### src/rtl/spi_req_arbiter_if.sv
// Bundle between the requesters / SPI byte engine and spi_req_arbiter.
//   slave  : arbiter view (takes requests and master results, drives grants, responses, start)
//   master : environment view (requesters plus the SPI master byte engine)
// Signals:
//   req, req_data          requester levels and per-requester TX bytes (slice i = [i*DATA_W +: DATA_W])
//   ack, rsp_valid         one-hot single-cycle pulses back to the requesters
//   rsp_data, rsp_err      response byte and timeout flag, qualified by rsp_valid
//   busy, gnt_id           arbiter status
//   spi_start, spi_tx_data command to the SPI master
//   spi_done, spi_rx_data  completion from the SPI master
interface spi_req_arbiter_if #(
    parameter int unsigned N_REQ  = 4,
    parameter int unsigned DATA_W = 8
);
    localparam int unsigned IDX_W = $clog2(N_REQ);

    logic [N_REQ-1:0]        req;
    logic [N_REQ*DATA_W-1:0] req_data;
    logic [N_REQ-1:0]        ack;
    logic [N_REQ-1:0]        rsp_valid;
    logic [DATA_W-1:0]       rsp_data;
    logic                    rsp_err;
    logic                    busy;
    logic [IDX_W-1:0]        gnt_id;
    logic                    spi_start;
    logic [DATA_W-1:0]       spi_tx_data;
    logic                    spi_done;
    logic [DATA_W-1:0]       spi_rx_data;

    modport slave (
        input  req, req_data, spi_done, spi_rx_data,
        output ack, rsp_valid, rsp_data, rsp_err, busy, gnt_id, spi_start, spi_tx_data
    );

    modport master (
        output req, req_data, spi_done, spi_rx_data,
        input  ack, rsp_valid, rsp_data, rsp_err, busy, gnt_id, spi_start, spi_tx_data
    );
endinterface

### src/rtl/spi_req_arbiter.sv
// Round-robin arbiter sharing one SPI master byte engine between N_REQ requesters.
// A granted requester's TX byte is latched, the master is started, and the RX byte
// (or a timeout error) is returned to that requester. All outputs are registered.
// Ports:
//   clk    system clock
//   reset  asynchronous, active-low reset
//   bus    spi_req_arbiter_if slave modport (requests, responses, SPI master handshake)
module spi_req_arbiter #(
    parameter int unsigned N_REQ   = 4,
    parameter int unsigned DATA_W  = 8,
    parameter int unsigned TIMEOUT = 64
) (
    input logic               clk,
    input logic               reset,
    spi_req_arbiter_if.slave  bus
);
    localparam int unsigned IDX_W = $clog2(N_REQ);
    localparam int unsigned TMR_W = (TIMEOUT > 1) ? $clog2(TIMEOUT) : 1;

    typedef enum logic [1:0] {StIdle, StIssue, StWait, StResp} state_e;

    state_e            state_q, state_d;
    logic [IDX_W-1:0]  last_q, last_d;
    logic [IDX_W-1:0]  gnt_q, gnt_d;
    logic [TMR_W-1:0]  tmr_q, tmr_d;
    logic [N_REQ-1:0]  ack_q, ack_d;
    logic [N_REQ-1:0]  rsp_valid_q, rsp_valid_d;
    logic [DATA_W-1:0] rsp_data_q, rsp_data_d;
    logic              rsp_err_q, rsp_err_d;
    logic              busy_q, busy_d;
    logic              start_q, start_d;
    logic [DATA_W-1:0] tx_q, tx_d;

    logic              found;
    logic [IDX_W-1:0]  pick;
    logic [IDX_W-1:0]  cand;
    logic              timeout_hit;

    // Search starts just after the last served requester and wraps once around.
    always_comb begin
        found = 1'b0;
        pick  = '0;
        cand  = '0;
        for (int k = 1; k <= int'(N_REQ); k++) begin
            cand = IDX_W'((int'(last_q) + k) % int'(N_REQ));
            if (!found && bus.req[cand]) begin
                found = 1'b1;
                pick  = cand;
            end
        end
    end

    assign timeout_hit = (TIMEOUT != 0) && (tmr_q == TMR_W'(TIMEOUT - 1));

    always_comb begin
        state_d     = state_q;
        last_d      = last_q;
        gnt_d       = gnt_q;
        tmr_d       = tmr_q;
        tx_d        = tx_q;
        rsp_data_d  = rsp_data_q;
        rsp_err_d   = rsp_err_q;
        ack_d       = '0;
        rsp_valid_d = '0;
        start_d     = 1'b0;

        unique case (state_q)
            StIdle: begin
                if (found) begin
                    gnt_d   = pick;
                    tx_d    = bus.req_data[pick*DATA_W +: DATA_W];
                    ack_d   = N_REQ'(1) << pick;
                    start_d = 1'b1;
                    state_d = StIssue;
                end
            end
            StIssue: begin
                tmr_d   = '0;
                state_d = StWait;
            end
            StWait: begin
                // A done on the timeout cycle still counts as a good transfer.
                if (bus.spi_done) begin
                    rsp_data_d  = bus.spi_rx_data;
                    rsp_err_d   = 1'b0;
                    rsp_valid_d = N_REQ'(1) << gnt_q;
                    state_d     = StResp;
                end else if (timeout_hit) begin
                    rsp_data_d  = '0;
                    rsp_err_d   = 1'b1;
                    rsp_valid_d = N_REQ'(1) << gnt_q;
                    state_d     = StResp;
                end else if (TIMEOUT != 0) begin
                    tmr_d = tmr_q + 1'b1;
                end
            end
            StResp: begin
                last_d  = gnt_q;
                state_d = StIdle;
            end
            default: state_d = StIdle;
        endcase

        busy_d = (state_d != StIdle);
    end

    always_ff @(posedge clk or negedge reset) begin
        if (!reset) begin
            state_q     <= StIdle;
            last_q      <= IDX_W'(N_REQ - 1);
            gnt_q       <= '0;
            tmr_q       <= '0;
            tx_q        <= '0;
            rsp_data_q  <= '0;
            rsp_err_q   <= 1'b0;
            ack_q       <= '0;
            rsp_valid_q <= '0;
            busy_q      <= 1'b0;
            start_q     <= 1'b0;
        end else begin
            state_q     <= state_d;
            last_q      <= last_d;
            gnt_q       <= gnt_d;
            tmr_q       <= tmr_d;
            tx_q        <= tx_d;
            rsp_data_q  <= rsp_data_d;
            rsp_err_q   <= rsp_err_d;
            ack_q       <= ack_d;
            rsp_valid_q <= rsp_valid_d;
            busy_q      <= busy_d;
            start_q     <= start_d;
        end
    end

    assign bus.ack         = ack_q;
    assign bus.rsp_valid   = rsp_valid_q;
    assign bus.rsp_data    = rsp_data_q;
    assign bus.rsp_err     = rsp_err_q;
    assign bus.busy        = busy_q;
    assign bus.gnt_id      = gnt_q;
    assign bus.spi_start   = start_q;
    assign bus.spi_tx_data = tx_q;
endmodule

### src/flat_wrapper.sv
// flat-port wrapper written by rule: the top's interface ports become plain ports
module spi_req_arbiter_flat 
#(
    parameter int unsigned N_REQ   = 4,
    parameter int unsigned DATA_W  = 8,
    parameter int unsigned TIMEOUT = 64
)
  (clk, reset, bus_req, bus_req_data, bus_spi_done, bus_spi_rx_data, bus_ack, bus_rsp_valid, bus_rsp_data, bus_rsp_err, bus_busy, bus_gnt_id, bus_spi_start, bus_spi_tx_data);
  spi_req_arbiter_if #(.N_REQ(N_REQ), .DATA_W(DATA_W)) bus_i ();
  input logic clk;
  input logic reset;
  input wire logic [$bits(bus_i.req)-1:0] bus_req;
  input wire logic [$bits(bus_i.req_data)-1:0] bus_req_data;
  input wire logic [$bits(bus_i.spi_done)-1:0] bus_spi_done;
  input wire logic [$bits(bus_i.spi_rx_data)-1:0] bus_spi_rx_data;
  output wire logic [$bits(bus_i.ack)-1:0] bus_ack;
  output wire logic [$bits(bus_i.rsp_valid)-1:0] bus_rsp_valid;
  output wire logic [$bits(bus_i.rsp_data)-1:0] bus_rsp_data;
  output wire logic [$bits(bus_i.rsp_err)-1:0] bus_rsp_err;
  output wire logic [$bits(bus_i.busy)-1:0] bus_busy;
  output wire logic [$bits(bus_i.gnt_id)-1:0] bus_gnt_id;
  output wire logic [$bits(bus_i.spi_start)-1:0] bus_spi_start;
  output wire logic [$bits(bus_i.spi_tx_data)-1:0] bus_spi_tx_data;
  assign bus_i.req = bus_req;
  assign bus_i.req_data = bus_req_data;
  assign bus_i.spi_done = bus_spi_done;
  assign bus_i.spi_rx_data = bus_spi_rx_data;
  assign bus_ack = bus_i.ack;
  assign bus_rsp_valid = bus_i.rsp_valid;
  assign bus_rsp_data = bus_i.rsp_data;
  assign bus_rsp_err = bus_i.rsp_err;
  assign bus_busy = bus_i.busy;
  assign bus_gnt_id = bus_i.gnt_id;
  assign bus_spi_start = bus_i.spi_start;
  assign bus_spi_tx_data = bus_i.spi_tx_data;
  spi_req_arbiter #(.N_REQ(N_REQ), .DATA_W(DATA_W), .TIMEOUT(TIMEOUT)) u_core (.clk(clk), .reset(reset), .bus(bus_i));
endmodule
### config.mk
export PLATFORM = sky130hd
export DESIGN_NAME = spi_req_arbiter_flat
export DESIGN_NICKNAME = d
export VERILOG_FILES = /design/src/rtl/spi_req_arbiter_if.sv /design/src/rtl/spi_req_arbiter.sv /design/src/flat_wrapper.sv
export SDC_FILE = /design/constraint.sdc
export NUM_CORES = 1
export LEC_CHECK = 0
export BUFFER_PORTS_ARGS = -buffer_cell sky130_fd_sc_hd__buf_2
export CELL_PAD_IN_SITES_DETAIL_PLACEMENT = 1
export CELL_PAD_IN_SITES_GLOBAL_PLACEMENT = 2
export CORE_MARGIN = 10
export CORE_UTILIZATION = 32
export DETAILED_ROUTE_END_ITERATION = 7
export PLACE_DENSITY = 0.86
export RECOVER_POWER = 50
export SLEW_MARGIN = 20
export SYNTH_ARGS = -nofsm -noshare
export SYNTH_HDL_FRONTEND = slang
export SYNTH_SLANG_ARGS = --single-unit
### constraint.sdc
create_clock -name clk -period 3 [get_ports clk]
set_input_delay 0 -clock clk [delete_from_list [all_inputs] [get_ports clk]]
set_output_delay 0 -clock clk [all_outputs]
set_load 0.05 [all_outputs]
Word-level counts from Yosys, hierarchy flattened
Index checks and enable logic that the tools add are counted.
{"block": "totals", "out_inout_bits": 29, "ff_bits": 39}
{"block": "op_classes", "n_shift": 3, "addsub": 5, "muxes": 34, "eq_ne": 6, "n_reduce_logical": 13, "n_lt_le_gt_ge": 4}
{"cell": "32-bit by 6-bit variable part select with 8-bit output", "n": 1}
{"cell": "4-bit 2-to-1 mux", "n": 5}
{"cell": "8-bit 2-to-1 mux", "n": 2}
{"cell": "2-bit 2-to-1 mux", "n": 7}
{"cell": "2-bit by 3-bit less-than comparator with 1-bit output, second input constant", "n": 4}
{"cell": "1-bit 2-to-1 mux", "n": 12}
{"cell": "6-bit 2-to-1 mux", "n": 2}
{"cell": "6-bit case mux with 2 select lines", "n": 1}
{"cell": "1-bit binary-select mux with 2-bit select", "n": 4}
{"cell": "2-bit case mux with 4 select lines", "n": 1}
{"cell": "1-bit by 2-bit left shift with 4-bit output, first input constant", "n": 2}
{"cell": "6-bit by 1-bit adder with 6-bit output, second input constant", "n": 1}
{"cell": "6-bit == test, second input constant", "n": 1}
{"cell": "2-bit nonzero test", "n": 3}
{"cell": "2-bit by 1-bit adder with 2-bit output, second input constant", "n": 2}
{"cell": "2-bit adder, second input constant", "n": 2}
{"cell": "2-bit == test, second input constant", "n": 2}
{"cell": "2-bit != test, second input constant", "n": 2}
{"cell": "2-bit AND reduction", "n": 2}
{"cell": "1-bit logical AND", "n": 3}
{"cell": "1-bit logical NOT", "n": 3}
{"cell": "3-bit AND reduction", "n": 1}
{"cell": "2-bit by 1-bit == test with 1-bit output, second input constant", "n": 1}
{"cell": "2-bit logical NOT", "n": 1}

Logic depth before layout (Yosys ltp)
{"block": "logic_depth", "ltp_word": 16, "mapped_depth": 7, "depth_no_buf": 7}

Worst setup path before layout
No wires, ideal clock.
{"block": "synth_timing", "path_type": "flip-flop to flip-flop", "from": "register u_core.last_q[0]", "to": "register u_core.tx_q[0] (netlist: u_core.bus.spi_tx_data[0])", "setup_ns": 0.136, "t_arrival_ns": 1.531, "path_stages_with_launch": 7, "required_time_ns": 2.864, "slack_ns": 1.333, "cell_sequence": "dfstp_2 nand2b_1 a21oi_2 or3_1 buf_6 a211oi_2 a211oi_2"}
{"block": "synth_between", "elab_chain_len": 14}
{"item": "start: declaration", "line_no": "spi_req_arbiter.sv:23", "text": "logic [IDX_W-1:0] last_q, last_d;"}
{"item": "start signal: assignment", "line_no": "spi_req_arbiter.sv:110", "text": "last_q <= IDX_W'(N_REQ - 1);"}
{"item": "start signal: assignment", "line_no": "spi_req_arbiter.sv:122", "text": "last_q <= last_d;"}
{"item": "2-bit by 1-bit adder with 2-bit output", "line_no": "spi_req_arbiter.sv:45", "text": "cand = IDX_W'((int'(last_q) + k) % int'(N_REQ));"}
{"item": "1-bit binary-select mux with 2-bit select", "line_no": "spi_req_arbiter.sv:46", "text": "if (!found && bus.req[cand]) begin"}
{"item": "1-bit 2-to-1 mux (not written as such)", "line_no": "spi_req_arbiter.sv:46"}
{"item": "1-bit 2-to-1 mux", "line_no": "spi_req_arbiter.sv:46"}
{"item": "1-bit logical NOT", "line_no": "spi_req_arbiter.sv:46"}
{"item": "1-bit logical AND", "line_no": "spi_req_arbiter.sv:46"}
{"item": "1-bit 2-to-1 mux", "line_no": "spi_req_arbiter.sv:46"}
{"item": "1-bit logical NOT", "line_no": "spi_req_arbiter.sv:46"}
{"item": "1-bit logical AND", "line_no": "spi_req_arbiter.sv:46"}
{"item": "1-bit 2-to-1 mux", "line_no": "spi_req_arbiter.sv:46"}
{"item": "1-bit logical NOT", "line_no": "spi_req_arbiter.sv:46"}
{"item": "1-bit logical AND", "line_no": "spi_req_arbiter.sv:46"}
{"item": "2-bit 2-to-1 mux or 1-bit 2-to-1 mux (tied branches)", "line_no": "spi_req_arbiter.sv:46"}
{"item": "32-bit by 6-bit variable part select with 8-bit output or 2-bit AND reduction (tied branches)"}
{"item": "end signal: assignment", "line_no": "spi_req_arbiter.sv:125", "text": "tx_q <= tx_d;"}
{"item": "end: declaration", "line_no": "spi_req_arbiter.sv:32", "text": "logic [DATA_W-1:0] tx_q, tx_d;"}
Parallel ways exist; a longest one is shown, timed or not. The select of a mux whose other input is x is not followed.
A chain may end at the register's enable or synchronous reset.

Worst setup path after layout
{"block": "layout_timing", "from": "register u_core.last_q[1]", "to": "register u_core.tx_q[6] (netlist: u_core.bus.spi_tx_data[6])"}
The elaborated chain is that of the path after synthesis.

==> impl_metrics.env <==
export IMPL_drv_cap=1
export IMPL_grt_first_pass_wirelength_um=10010
export IMPL_worstPathRequired_ns=3.20
export IMPL_rsz0062_at_grt="false"
export IMPL_yosys_area_top_type="dfrtp_1"
export IMPL_syn_area_per_cell_um2=11.29
export IMPL_fin_setup_tns_ns=0
export IMPL_cts_root_buf="clkbuf_8"
export IMPL_rows=28
export IMPL_diodes=0
export IMPL_syn_nets=225
export IMPL_dr_first_iter_drc_count=35
export IMPL_finalHoldViolations=0
export IMPL_synthTopCellsByCount="37 x dfrtp_1, 18 x nand2_1, 16 x a211oi_2, 14 x mux2i_1"
export IMPL_finalNonFillerCells=335
export IMPL_finalInstanceArea_um2=2535
export IMPL_die_area_um2=9629
export IMPL_routed_wl_um=5937
export IMPL_grt_ovfl_total=0
export IMPL_clk_pin_slew_ns=0.08
export IMPL_dpl_worst_slack_ns=0.9466
export IMPL_fin_nets=311
export IMPL_insertion_delay_ns=0.29
export IMPL_io_pin_count=76
export IMPL_clock_fmax_mhz=477.0
export IMPL_ys_flop_type="dfrtp_1"
export IMPL_peakVddDrop_v=0.0004149
export IMPL_cts_htree_levels=2
export IMPL_finalMaxSlewViolations=40
export IMPL_met1_usage=0.1458
export IMPL_grt_pass1_vias=1868
export IMPL_wl_per_cell_um=17.72
export IMPL_violations="max-capacitance violations, max-slew violations"
export IMPL_synth_cells=173
export IMPL_synth_top_cell_area_share=0.4741
export IMPL_outcome="finished, violations left"
export IMPL_top_usage_layer="met2"
export IMPL_period_minus_slack_ns=2.096
export IMPL_cp_end_kind="register"
export IMPL_area_growth_pct=29.79
export IMPL_drc_errors=0
export IMPL_clock_skew_ns=0.003707
export IMPL_cts_buffers=5
export IMPL_cts_tree="built"
export IMPL_post_route_period_util=0.6988
export IMPL_first_pass_iters=4
export IMPL_antenna_found_initial=0
export IMPL_use_met3=0.03453
export IMPL_layout_setup_ws_ns=0.9035
export IMPL_yosys_warnings=0
export IMPL_tightest_slew_ns=2.116
export IMPL_dieHeight_um=98.13
export IMPL_yosysMostFrequentCell="dfrtp_1"
export IMPL_place_inst=318
export IMPL_critPathMaxFanout=10
export IMPL_power_density_nw_per_um2=1090
export IMPL_slew_headroom=-0.4105
export IMPL_clock_sinks=39
export IMPL_grt_start_max_net_pins=40
export IMPL_cp_start_kind="register"
export IMPL_hold_class="input port to register"
export IMPL_drive_gt1_frac=0.3154
export IMPL_grtUsageMet2=0.2162
export IMPL_finish_utilization=0.4281
export IMPL_fp_dieW_um=98.13
export IMPL_synth_area_um2=1953
export IMPL_antenna_left=0
export IMPL_route_vias_total=1636
export IMPL_gp_congestion=0.7656
export IMPL_ys_ff_latch=39
export IMPL_core_um2=5921
export IMPL_dpl_cell_area_um2=2395
export IMPL_synth_distinct_cells=41
export IMPL_arrival_ns=2.30
export IMPL_setup_viol=0
export IMPL_cts_path_max_buffers=2
export IMPL_vias_per_cell=4.884
export IMPL_io_buffers=75
export IMPL_r2r_setup_slack_ns=0.90
export IMPL_crit_type="register to register"
export IMPL_synth_area_top_cells="dfrtp_1 47%, a211oi_2 10%, mux2i_1 7.2%"
export IMPL_gr_usage_all_layers=0.1271
export IMPL_synth_edf_count=0
export IMPL_ctsResizeCount=0
export IMPL_dp_final_hpwl_um=4478
export IMPL_synth_seq_area_share=0.5010
export IMPL_async_flop_share=1.000
export IMPL_leakage_nw=1.174
export IMPL_initial_core_util=0.3299
==> routing by layer <==
layer	up-vias	part of all wire
met5	-	0
met4	0	0.016
met3	7	0.051
met2	33	0.52
met1	795	0.42
li1	801	-
==> state kept, by name (all words and copies together), names as in the netlist, 2 cells and up <==
| signal | count |
|---|---|
| u_core.bus.rsp_data | 8 |
| u_core.bus.spi_tx_data | 8 |
| u_core.bus.gnt_id | 2 |
| u_core.tmr_q | 6 |
| u_core.bus.rsp_valid | 4 |
| u_core.state_q | 2 |
| u_core.last_q | 2 |
| u_core.bus.ack | 4 |
==> per-stage QoR <==
stage / power, mW / hold WS (ns)
global route: 2.965 / 0.07819
finish: 2.763 / 0.06900
detailed placement: 2.469 / 0.1779
global placement: 2.427 / 0.1723
floorplan: 2.073 / -0.2956
CTS: 2.843 / 0.05547
==> critical path, cell delays in order, from the launching register on <==
cell and delay (ns):
dfstp_1 0.61, inv_1 0.10, a21oi_2 0.38, or3_1 0.52, a211oi_2 0.15, a211oi_2 0.23
==> cells by family (layout without fill, tap and decap cells) <==
group | Yosys count | count (layout) | share of synthesized area
AO/OA/AOI/OAI | 38 | 38 | 0.1877
adder cells (fa/ha/maj) | 5 | 5 | 0.03203
buffers and inverters | 11 | 98 | 0.02754
flip-flops | 39 | 39 | 0.5010
multiplexers | 15 | 15 | 0.07751
AND/OR/NAND/NOR | 65 | 65 | 0.1742
==> what timing repair did <==
action                                 CTS  global route
hold buffers                             9             0
endpoints found under the hold margin   45             0
setup buffers                            0             0
==> report_power, final <==
part	leakage (nW)	switching (mW)	internal, mW
logic	0.651	1.10	0.411
clock network	0.0412	0.188	0.163
registers	0.482	0.158	0.744
==> worst paths after layout <==
path / depth (start not counted) / startpoint / end
min: 3 / bus_req_data[0] / u_core.bus.spi_tx_data[0]
min reg2reg: 1 / u_core.tmr_q[5] / u_core.tmr_q[5]
max: 5 / u_core.last_q[1] / u_core.bus.spi_tx_data[6]
max in group asynchronous: 2 / reset / u_core.bus.spi_tx_data[2]
max reg2reg: 5 / u_core.last_q[1] / u_core.bus.spi_tx_data[6]
min in group asynchronous: 2 / reset / u_core.state_q[1]
==> layout make-up <==
type,count,area (µm²)
clock buffer,6,72.57
clock inverter,2,12.51
fill,691,3386
inverter,5,18.77
multi-input combinational,123,920.9
sequential,39,978.4
tap,75,93.84
timing repair buffer,85,437.9
==> layout by cell type, fill, tap and decap left out, types with 8 or more instances in the layout <==
cell type and count:
buf_2 47, mux2i_1 14, nor2_1 11, clkbuf_1 29, nor3_1 11, a22o_1 8
dfrtp_1 37, a211oi_2 16, dlygate4sd3_1 9, nand2_1 18
No activity file was read; power rests on OpenSTA's default activity.
